`config.mk`:
```
export PLATFORM = sky130hd
export DESIGN_NAME = rename_checkpoint_unit_flat
export DESIGN_NICKNAME = d
export VERILOG_FILES = /design/src/rtl/rename_checkpoint_unit_if.sv /design/src/rtl/rename_checkpoint_unit.sv /design/src/flat_wrapper.sv
export SDC_FILE = /design/constraint.sdc
export NUM_CORES = 2
export LEC_CHECK = 0
export ABC_AREA = 1
export BUFFER_PORTS_ARGS = -buffer_cell sky130_fd_sc_hd__buf_2
export CELL_PAD_IN_SITES_DETAIL_PLACEMENT = 2
export CELL_PAD_IN_SITES_GLOBAL_PLACEMENT = 2
export CORE_ASPECT_RATIO = 0.6
export CORE_MARGIN = 5
export CORE_UTILIZATION = 45
export CTS_CLUSTER_DIAMETER = 100
export DETAILED_ROUTE_END_ITERATION = 8
export GPL_ROUTABILITY_DRIVEN = 0
export PLACE_DENSITY_LB_ADDON = 0.1
export SLEW_MARGIN = 5
export SYNTH_ARGS = -nofsm -noshare
export SYNTH_HDL_FRONTEND = slang
export SYNTH_SLANG_ARGS = --single-unit
```
`constraint.sdc`:
```
create_clock -name clk -period 18.2 [get_ports clk]
set_clock_uncertainty 0.05 [all_clocks]
set_input_delay 0 -clock clk [delete_from_list [all_inputs] [get_ports clk]]
set_output_delay 0 -clock clk [all_outputs]
set_load 0.05 [all_outputs]
```
`src/rtl/rename_checkpoint_unit_if.sv`:
```
`default_nettype none
// ============================================================================
// Module   : rename_checkpoint_unit_if
// Purpose  : Rename request / renamed-result bundle between decode and renamer
// Revision : 1.0 - initial release
// ============================================================================
interface rename_checkpoint_unit_if #(
    parameter int NUM_ARCH_REGS = 32,
    parameter int NUM_PHYS_REGS = 64,
    parameter int NUM_CKPTS     = 4
);
    localparam int AW = $clog2(NUM_ARCH_REGS);
    localparam int PW = $clog2(NUM_PHYS_REGS);
    localparam int CW = $clog2(NUM_CKPTS);

    logic          ren_valid;
    logic          ren_uses_rw;
    logic          ren_ckpt;
    logic [AW-1:0] ren_rs_arch;
    logic [AW-1:0] ren_rt_arch;
    logic [AW-1:0] ren_rw_arch;
    logic          ren_ready;

    logic          out_valid;
    logic [PW-1:0] out_rs_phys;
    logic [PW-1:0] out_rt_phys;
    logic [PW-1:0] out_rw_phys;
    logic [PW-1:0] out_old_phys;
    logic          out_rs_busy;
    logic          out_rt_busy;
    logic [CW-1:0] out_ckpt_id;

    modport master (
        output ren_valid, ren_uses_rw, ren_ckpt, ren_rs_arch, ren_rt_arch, ren_rw_arch,
        input  ren_ready,
        input  out_valid, out_rs_phys, out_rt_phys, out_rw_phys, out_old_phys,
        input  out_rs_busy, out_rt_busy, out_ckpt_id
    );

    modport slave (
        input  ren_valid, ren_uses_rw, ren_ckpt, ren_rs_arch, ren_rt_arch, ren_rw_arch,
        output ren_ready,
        output out_valid, out_rs_phys, out_rt_phys, out_rw_phys, out_old_phys,
        output out_rs_busy, out_rt_busy, out_ckpt_id
    );
endinterface
`default_nettype wire

```
`src/rtl/rename_checkpoint_unit.sv`:
```
`default_nettype none
// ============================================================================
// Module   : rename_checkpoint_unit
// Purpose  : Register renamer with circular free list, busy table and branch
//            checkpoints giving single-cycle mispredict recovery
// Revision : 1.0 - initial release
// ============================================================================
module rename_checkpoint_unit #(
    parameter int  NUM_ARCH_REGS = 32,
    parameter int  NUM_PHYS_REGS = 64,
    parameter int  NUM_CKPTS     = 4,
    localparam int AW = $clog2(NUM_ARCH_REGS),
    localparam int PW = $clog2(NUM_PHYS_REGS),
    localparam int CW = $clog2(NUM_CKPTS)
) (
    input  wire                 clk,
    input  wire                 rst,
    rename_checkpoint_unit_if.slave ren_if,
    input  wire                 wb_valid,
    input  wire  [PW-1:0]       wb_phys,
    input  wire                 cm_valid,
    input  wire  [PW-1:0]       cm_old_phys,
    input  wire                 br_valid,
    input  wire                 br_mispredict,
    input  wire  [CW-1:0]       br_ckpt_id,
    output logic [PW:0]         free_count,
    output logic [CW:0]         ckpt_count
);
    localparam int          C_INIT_FREE = NUM_PHYS_REGS - NUM_ARCH_REGS;
    localparam logic [PW:0] C_FREE_FULL = (PW+1)'(NUM_PHYS_REGS);
    localparam logic [CW:0] C_CKPT_FULL = (CW+1)'(NUM_CKPTS);

    logic [PW-1:0]            r_rmt      [NUM_ARCH_REGS];
    logic [PW-1:0]            r_free     [NUM_PHYS_REGS];
    logic [PW:0]              r_rd_ptr, r_wr_ptr;
    logic [NUM_PHYS_REGS-1:0] r_busy;
    logic [PW-1:0]            r_ckpt_rmt [NUM_CKPTS][NUM_ARCH_REGS];
    logic [PW:0]              r_ckpt_rd  [NUM_CKPTS];
    logic [CW:0]              r_ckpt_head, r_ckpt_tail;

    logic          r_out_valid, r_out_rs_busy, r_out_rt_busy;
    logic [PW-1:0] r_out_rs_phys, r_out_rt_phys, r_out_rw_phys, r_out_old_phys;
    logic [CW-1:0] r_out_ckpt_id;

    logic                     w_mispredict, w_resolve_ok, w_ready, w_accept, w_alloc, w_take_ckpt;
    logic [PW-1:0]            w_rs_phys, w_rt_phys, w_old_phys, w_new_phys;
    logic [PW:0]              w_rd_ptr_pop;
    logic [CW-1:0]            w_tail_idx, w_dist;
    logic [CW:0]              w_tail_restore;
    logic [PW-1:0]            w_rmt_upd  [NUM_ARCH_REGS];
    logic [NUM_PHYS_REGS-1:0] w_busy_nxt;

    assign free_count   = r_wr_ptr - r_rd_ptr;
    assign ckpt_count   = r_ckpt_tail - r_ckpt_head;

    assign w_mispredict = br_valid & br_mispredict;
    assign w_resolve_ok = br_valid & ~br_mispredict;
    assign w_ready      = ~w_mispredict
                        & (~ren_if.ren_uses_rw | (free_count != '0))
                        & (~ren_if.ren_ckpt    | (ckpt_count != C_CKPT_FULL));
    assign w_accept     = ren_if.ren_valid & w_ready;
    assign w_alloc      = w_accept & ren_if.ren_uses_rw;
    assign w_take_ckpt  = w_accept & ren_if.ren_ckpt;

    assign w_rs_phys    = r_rmt[ren_if.ren_rs_arch];
    assign w_rt_phys    = r_rmt[ren_if.ren_rt_arch];
    assign w_old_phys   = r_rmt[ren_if.ren_rw_arch];
    assign w_new_phys   = r_free[r_rd_ptr[PW-1:0]];
    assign w_rd_ptr_pop = r_rd_ptr + (PW+1)'(w_alloc);
    assign w_tail_idx   = r_ckpt_tail[CW-1:0];

    // Rebuild the tail with its wrap bit: it lands one past the flushed slot.
    assign w_dist         = br_ckpt_id - r_ckpt_head[CW-1:0];
    assign w_tail_restore = r_ckpt_head + {1'b0, w_dist} + (CW+1)'(1);

    always_comb begin
        w_rmt_upd = r_rmt;
        if (w_alloc) begin
            w_rmt_upd[ren_if.ren_rw_arch] = w_new_phys;
        end
    end

    // Writeback clear first so a same-cycle allocation of that reg wins.
    always_comb begin
        w_busy_nxt = r_busy;
        if (wb_valid) begin
            w_busy_nxt[wb_phys] = 1'b0;
        end
        if (w_alloc) begin
            w_busy_nxt[w_new_phys] = 1'b1;
        end
    end

    always_ff @(posedge clk) begin
        if (rst) begin
            for (int i = 0; i < NUM_ARCH_REGS; i++) begin
                r_rmt[i] <= PW'(i);
            end
            for (int i = 0; i < NUM_PHYS_REGS; i++) begin
                r_free[i] <= (i < C_INIT_FREE) ? PW'(NUM_ARCH_REGS + i) : '0;
            end
            r_rd_ptr    <= '0;
            r_wr_ptr    <= (PW+1)'(C_INIT_FREE);
            r_busy      <= '0;
            r_ckpt_head <= '0;
            r_ckpt_tail <= '0;
        end else begin
            r_busy <= w_busy_nxt;
            if (cm_valid) begin
                r_free[r_wr_ptr[PW-1:0]] <= cm_old_phys;
                r_wr_ptr                 <= r_wr_ptr + (PW+1)'(1);
            end
            if (w_mispredict) begin
                r_rmt       <= r_ckpt_rmt[br_ckpt_id];
                r_rd_ptr    <= r_ckpt_rd[br_ckpt_id];
                r_ckpt_tail <= w_tail_restore;
            end else begin
                r_rmt    <= w_rmt_upd;
                r_rd_ptr <= w_rd_ptr_pop;
                if (w_take_ckpt) begin
                    r_ckpt_tail <= r_ckpt_tail + (CW+1)'(1);
                end
            end
            if (w_resolve_ok) begin
                r_ckpt_head <= r_ckpt_head + (CW+1)'(1);
            end
        end
    end

    // Slot contents are meaningless until taken, so they carry no reset.
    always_ff @(posedge clk) begin
        if (w_take_ckpt) begin
            r_ckpt_rmt[w_tail_idx] <= w_rmt_upd;
            r_ckpt_rd[w_tail_idx]  <= w_rd_ptr_pop;
        end
    end

    always_ff @(posedge clk) begin
        if (rst) begin
            r_out_valid    <= 1'b0;
            r_out_rs_phys  <= '0;
            r_out_rt_phys  <= '0;
            r_out_rw_phys  <= '0;
            r_out_old_phys <= '0;
            r_out_rs_busy  <= 1'b0;
            r_out_rt_busy  <= 1'b0;
            r_out_ckpt_id  <= '0;
        end else begin
            r_out_valid <= w_accept;
            if (w_accept) begin
                r_out_rs_phys  <= w_rs_phys;
                r_out_rt_phys  <= w_rt_phys;
                r_out_rw_phys  <= ren_if.ren_uses_rw ? w_new_phys : '0;
                r_out_old_phys <= ren_if.ren_uses_rw ? w_old_phys : '0;
                r_out_rs_busy  <= r_busy[w_rs_phys] & ~(wb_valid & (wb_phys == w_rs_phys));
                r_out_rt_busy  <= r_busy[w_rt_phys] & ~(wb_valid & (wb_phys == w_rt_phys));
                r_out_ckpt_id  <= ren_if.ren_ckpt ? w_tail_idx : '0;
            end
        end
    end

    assign ren_if.ren_ready    = w_ready;
    assign ren_if.out_valid    = r_out_valid;
    assign ren_if.out_rs_phys  = r_out_rs_phys;
    assign ren_if.out_rt_phys  = r_out_rt_phys;
    assign ren_if.out_rw_phys  = r_out_rw_phys;
    assign ren_if.out_old_phys = r_out_old_phys;
    assign ren_if.out_rs_busy  = r_out_rs_busy;
    assign ren_if.out_rt_busy  = r_out_rt_busy;
    assign ren_if.out_ckpt_id  = r_out_ckpt_id;

    a_commit_overflow: assert property (@(posedge clk) disable iff (rst)
        !(cm_valid && (free_count == C_FREE_FULL)));
    a_inorder_resolve: assert property (@(posedge clk) disable iff (rst)
        !(w_resolve_ok && (br_ckpt_id != r_ckpt_head[CW-1:0])));
endmodule
`default_nettype wire

```
`src/flat_wrapper.sv`:
```
// flat-port wrapper written by rule: the top's interface ports become plain ports
module rename_checkpoint_unit_flat 
#(
    parameter int  NUM_ARCH_REGS = 32,
    parameter int  NUM_PHYS_REGS = 64,
    parameter int  NUM_CKPTS     = 4,
    localparam int AW = $clog2(NUM_ARCH_REGS),
    localparam int PW = $clog2(NUM_PHYS_REGS),
    localparam int CW = $clog2(NUM_CKPTS)
)
  (clk, rst, wb_valid, wb_phys, cm_valid, cm_old_phys, br_valid, br_mispredict, br_ckpt_id, free_count, ckpt_count, ren_if_ren_valid, ren_if_ren_uses_rw, ren_if_ren_ckpt, ren_if_ren_rs_arch, ren_if_ren_rt_arch, ren_if_ren_rw_arch, ren_if_ren_ready, ren_if_out_valid, ren_if_out_rs_phys, ren_if_out_rt_phys, ren_if_out_rw_phys, ren_if_out_old_phys, ren_if_out_rs_busy, ren_if_out_rt_busy, ren_if_out_ckpt_id);
  rename_checkpoint_unit_if #(.NUM_ARCH_REGS(NUM_ARCH_REGS), .NUM_PHYS_REGS(NUM_PHYS_REGS), .NUM_CKPTS(NUM_CKPTS)) ren_if_i ();
  input  wire clk;
  input  wire rst;
  input  wire wb_valid;
  input  wire  [PW-1:0] wb_phys;
  input  wire cm_valid;
  input  wire  [PW-1:0] cm_old_phys;
  input  wire br_valid;
  input  wire br_mispredict;
  input  wire  [CW-1:0] br_ckpt_id;
  output logic [PW:0] free_count;
  output logic [CW:0] ckpt_count;
  input wire logic [$bits(ren_if_i.ren_valid)-1:0] ren_if_ren_valid;
  input wire logic [$bits(ren_if_i.ren_uses_rw)-1:0] ren_if_ren_uses_rw;
  input wire logic [$bits(ren_if_i.ren_ckpt)-1:0] ren_if_ren_ckpt;
  input wire logic [$bits(ren_if_i.ren_rs_arch)-1:0] ren_if_ren_rs_arch;
  input wire logic [$bits(ren_if_i.ren_rt_arch)-1:0] ren_if_ren_rt_arch;
  input wire logic [$bits(ren_if_i.ren_rw_arch)-1:0] ren_if_ren_rw_arch;
  output wire logic [$bits(ren_if_i.ren_ready)-1:0] ren_if_ren_ready;
  output wire logic [$bits(ren_if_i.out_valid)-1:0] ren_if_out_valid;
  output wire logic [$bits(ren_if_i.out_rs_phys)-1:0] ren_if_out_rs_phys;
  output wire logic [$bits(ren_if_i.out_rt_phys)-1:0] ren_if_out_rt_phys;
  output wire logic [$bits(ren_if_i.out_rw_phys)-1:0] ren_if_out_rw_phys;
  output wire logic [$bits(ren_if_i.out_old_phys)-1:0] ren_if_out_old_phys;
  output wire logic [$bits(ren_if_i.out_rs_busy)-1:0] ren_if_out_rs_busy;
  output wire logic [$bits(ren_if_i.out_rt_busy)-1:0] ren_if_out_rt_busy;
  output wire logic [$bits(ren_if_i.out_ckpt_id)-1:0] ren_if_out_ckpt_id;
  assign ren_if_i.ren_valid = ren_if_ren_valid;
  assign ren_if_i.ren_uses_rw = ren_if_ren_uses_rw;
  assign ren_if_i.ren_ckpt = ren_if_ren_ckpt;
  assign ren_if_i.ren_rs_arch = ren_if_ren_rs_arch;
  assign ren_if_i.ren_rt_arch = ren_if_ren_rt_arch;
  assign ren_if_i.ren_rw_arch = ren_if_ren_rw_arch;
  assign ren_if_ren_ready = ren_if_i.ren_ready;
  assign ren_if_out_valid = ren_if_i.out_valid;
  assign ren_if_out_rs_phys = ren_if_i.out_rs_phys;
  assign ren_if_out_rt_phys = ren_if_i.out_rt_phys;
  assign ren_if_out_rw_phys = ren_if_i.out_rw_phys;
  assign ren_if_out_old_phys = ren_if_i.out_old_phys;
  assign ren_if_out_rs_busy = ren_if_i.out_rs_busy;
  assign ren_if_out_rt_busy = ren_if_i.out_rt_busy;
  assign ren_if_out_ckpt_id = ren_if_i.out_ckpt_id;
  rename_checkpoint_unit #(.NUM_ARCH_REGS(NUM_ARCH_REGS), .NUM_PHYS_REGS(NUM_PHYS_REGS), .NUM_CKPTS(NUM_CKPTS)) u_core (.clk(clk), .rst(rst), .ren_if(ren_if_i), .wb_valid(wb_valid), .wb_phys(wb_phys), .cm_valid(cm_valid), .cm_old_phys(cm_old_phys), .br_valid(br_valid), .br_mispredict(br_mispredict), .br_ckpt_id(br_ckpt_id), .free_count(free_count), .ckpt_count(ckpt_count));
endmodule
```
==> qor.csv <==
metric,value,unit
HP Class,in2reg,
most frequent cells in the layout,"edfxtp_1, nand2_1, nor2_1, o21ai_0, nand3_1",
"critical path fanouts, max",59,
final hold vios,0,
CP arrival,7.36,ns
Final setup viols,0,
crit path buf inv count,8,
"Reg clk slew, reported paths",0.07,ns
largest net degree at the start of global routing,136,
largest family of logic cells by synthesized area,compound AO/OA/AOI/OAI gates,
latest clock arrival within the worst-skew pair,0.81,ns
R2R depth,19,
Synth Flop Type,edfxtp_1,
CP Launch Type,flop,
vias in the first global route,60200,
I/O Buffers,77,
RSZ-0062 raised after global routing,no,
crit-path cells,inv_1 -> ha_1 -> fa_1 -> o21ai_2 -> a21oi_1 -> o21bai_1 -> xor2_1 -> nand3_1 -> nand2_2 -> inv_1 -> nand2_1 -> buf_4 -> nor2_1 -> inv_1 -> nor2_4 -> buf_4 -> buf_4 -> buf_4 -> buf_4,
hold depth,4,
Clock H-tree levels,4,
DR iter-0 viols,7422,
critical path's largest stage delay,0.90,ns
outcome,finished clean,
"Endpoint, Worst Hold",u_core.r_free[24][3],
Mapped Area,68100,um^2
Rows,110,
Worst Tran Pin Value,1.21,ns
area grow syn2layout,10.0,%
CP dominant cell by count,buf_4,
die width,512,um
synthesized area per cell,9.76,um^2
routed vias/inst,6.48,
synth unique cells,50,
Num Clock Sinks,1485,
WL final,288,mm
hold path start,cm_old_phys[3],
Synth Area in XOR/XNOR,0.270,%
Synth Area in Compound Gates,17.9,%
flop-to-flop setup slack,11.20,ns
initial antenna violation count,11,
Min Hold Slack,0.136,ns
mux cell area share after synthesis,0,%
pre-CTS WS,11.22,ns
CTS tree,built,
PnR worst setup slack,11.20,ns
setup TNS,0,ns
Worst EP required,18.57,ns
sequential area share after synthesis,61.0,%
Power Density,109,nW/um^2
adder-cell area share of the yosys netlist,0.400,%
number of cells on the critical path,19,
DRC Markers,0,
Worst R2R Start,u_core.r_wr_ptr[0],
first-pass GRT wire length,420,mm
worst reg2reg path endpoint,u_core.r_ckpt_rmt[3][79],
Slew Limit Fails,0,
top cell family by delay on the critical path,buffers and inverters,
Vias,58100,
peak supply drop,0.0000730,V
Period minus WS final,7.00,ns
gr usage total,35.0,%
slew margin rel.,18.6,%
CP max stage cell,buf_4,
DRT Pass-1 Iters,6,
root buffer cell,clkbuf_16,
die area,159000,um^2
DRT antenna net count,0,
PostCTS Resize Cnt,0,
Max Freq,143,MHz
WS Path Type,reg2reg,
CTS buffer count,146,
post-CTS setup buffer count,0,
Hold Buf Count CTS,37,
Leak,0.0272,uW
nets,6888,
"most common cell after layout, fill and taps aside",edfxtp_1,
number of synthesized register bits,1485,
DP HPWL,181,mm
Core ar.,150000,um^2
Synth Area in Simple Gates,14.6,%
max-cap violations,0,
syn nets,7040,
crit end category,flop,
Cells after Synth,6982,
layout cells sized above 1,6.97,%
I/O pins,78,
clk buf depth,3,
wire per inst,32.1,um
initial core utilization,45.4,%
"EDFF count, synth",1180,
final period utilization,38.5,%
Async SR Flop Fraction,0,%
Yosys warnings,0,
GR Overflow Total,0,
Die H,311,um
## report_power, final
group          internal [uW]  switching [uW]  total [uW]
clock network           1750            1410        3160
logic                    238             900        1140
registers               3780            77.8        3860
## flip-flops by register name, summed over array words and instances (netlist names), 7 cells and up
| register | flops |
|---|---|
| u_core.r_ckpt_rmt | 768 |
| u_core.r_rd_ptr | 7 |
| u_core.r_ckpt_rd | 28 |
| u_core.r_wr_ptr | 7 |
| u_core.r_free | 384 |
| u_core.r_rmt | 192 |
| u_core.r_busy | 64 |
## metrics by stage
stage / cell area [um^2] / instances / util [%] / total power (uW)
floorplan: 68100 / 6982 / - / 4550
global placement: 69700 / 8661 / 46.4 / 4950
detailed placement: 69700 / 8661 / 46.4 / 5010
CTS: 74900 / 8964 / 49.9 / 8150
global route: 74900 / 8966 / 49.9 / 8380
finish: 75000 / 8972 / 49.9 / 8160
## area by class of cell
| cell class | count | area (um^2) |
|---|---|---|
| tap | 2016 | 2520 |
| inverter | 480 | 1840 |
| sequential | 1485 | 41500 |
| antenna | 8 | 20.0 |
| fill | 15400 | 75200 |
| timing repair buffer | 211 | 1540 |
| clock buffer | 206 | 4220 |
| multi-input combinational | 4506 | 22700 |
| clock inverter | 60 | 601 |
## worst max-delay path by stage
stage / startpoint / end / slack (ns)
5_1_grt: u_core.r_wr_ptr[0] / u_core.r_ckpt_rmt[3][79] / 10.92
6_report: u_core.r_wr_ptr[0] / u_core.r_ckpt_rmt[3][79] / 11.20
3_5_place_dp: u_core.r_wr_ptr[0] / u_core.r_ckpt_rmt[3][55] / 11.22
3_3_place_gp: u_core.r_wr_ptr[0] / u_core.r_ckpt_rmt[3][55] / 11.47
2_1_floorplan: u_core.r_wr_ptr[0] / u_core.r_ckpt_rd[0][0] / 5.88
4_1_cts: u_core.r_wr_ptr[0] / u_core.r_ckpt_rmt[3][58] / 11.20
## worst reg2reg max path, cell delays in order, from the launching register on
cell	delay, ns
dfxtp_1	0.52
inv_1	0.20
ha_1	0.29
fa_1	0.45
o21ai_2	0.20
a21oi_1	0.09
o21bai_1	0.17
xor2_1	0.11
nand3_1	0.14
nand2_2	0.11
inv_1	0.09
nand2_1	0.06
buf_4	0.23
nor2_1	0.25
inv_1	0.28
nor2_4	0.14
buf_4	0.72
buf_4	0.93
buf_4	0.68
buf_4	0.78
## logic make-up (layout without fill, tap and decap cells)
logic type	Yosys count	count (layout)
AO/OA/AOI/OAI	2057	2057
XOR/XNOR	21	21
adder cells (fa/ha/maj)	20	20
buffers and inverters	991	957
flip-flops	1485	1485
other	0	8
AND/OR/NAND/NOR	2408	2408
## layer usage
layer | up-vias | global-route usage, % | share of wire [%] | wire [um]
li1 | 24400 | - | - | -
met1 | 30300 | 51.1 | 44 | 126000
met2 | 2921 | 51.3 | 43 | 125000
met3 | 496 | 9.78 | 11 | 30900
met4 | 4 | 9.60 | 2.6 | 7380
met5 | - | 0 | 0.0094 | 27
## cell usage after synthesis, types with 6 or more instances
master       n  share of area (%)
o21ai_1    128               0.94
o22ai_1    198                1.8
nand2_1   1058                5.8
nor2_2      12               0.11
nand3_1    456                3.4
clkbuf_1   332                1.8
a21oi_1    413                3.0
nor3_1      30               0.22
xor2_1      18               0.23
buf_2      114               0.84
o21bai_1   117                1.3
clkinv_1     6              0.033
nor2_1     813                4.5
nand2_2     12               0.11
a21o_1       8              0.088
buf_1       32               0.18
a22oi_1     77               0.85
nor2_4       9               0.15
ha_1        17               0.31
inv_1      452                2.5
a221o_1     80                1.2
edfxtp_1  1180                 52
buf_4       25               0.28
inv_2       22               0.12
o211ai_1   106                1.2
o21a_1      80               0.88
o21ai_0    772                5.7
a221oi_1     6              0.077
dfxtp_1    305                9.0
a22o_1       7              0.090
o221ai_1    50               0.64
Note: power is estimated with default switching activity, not from simulation.
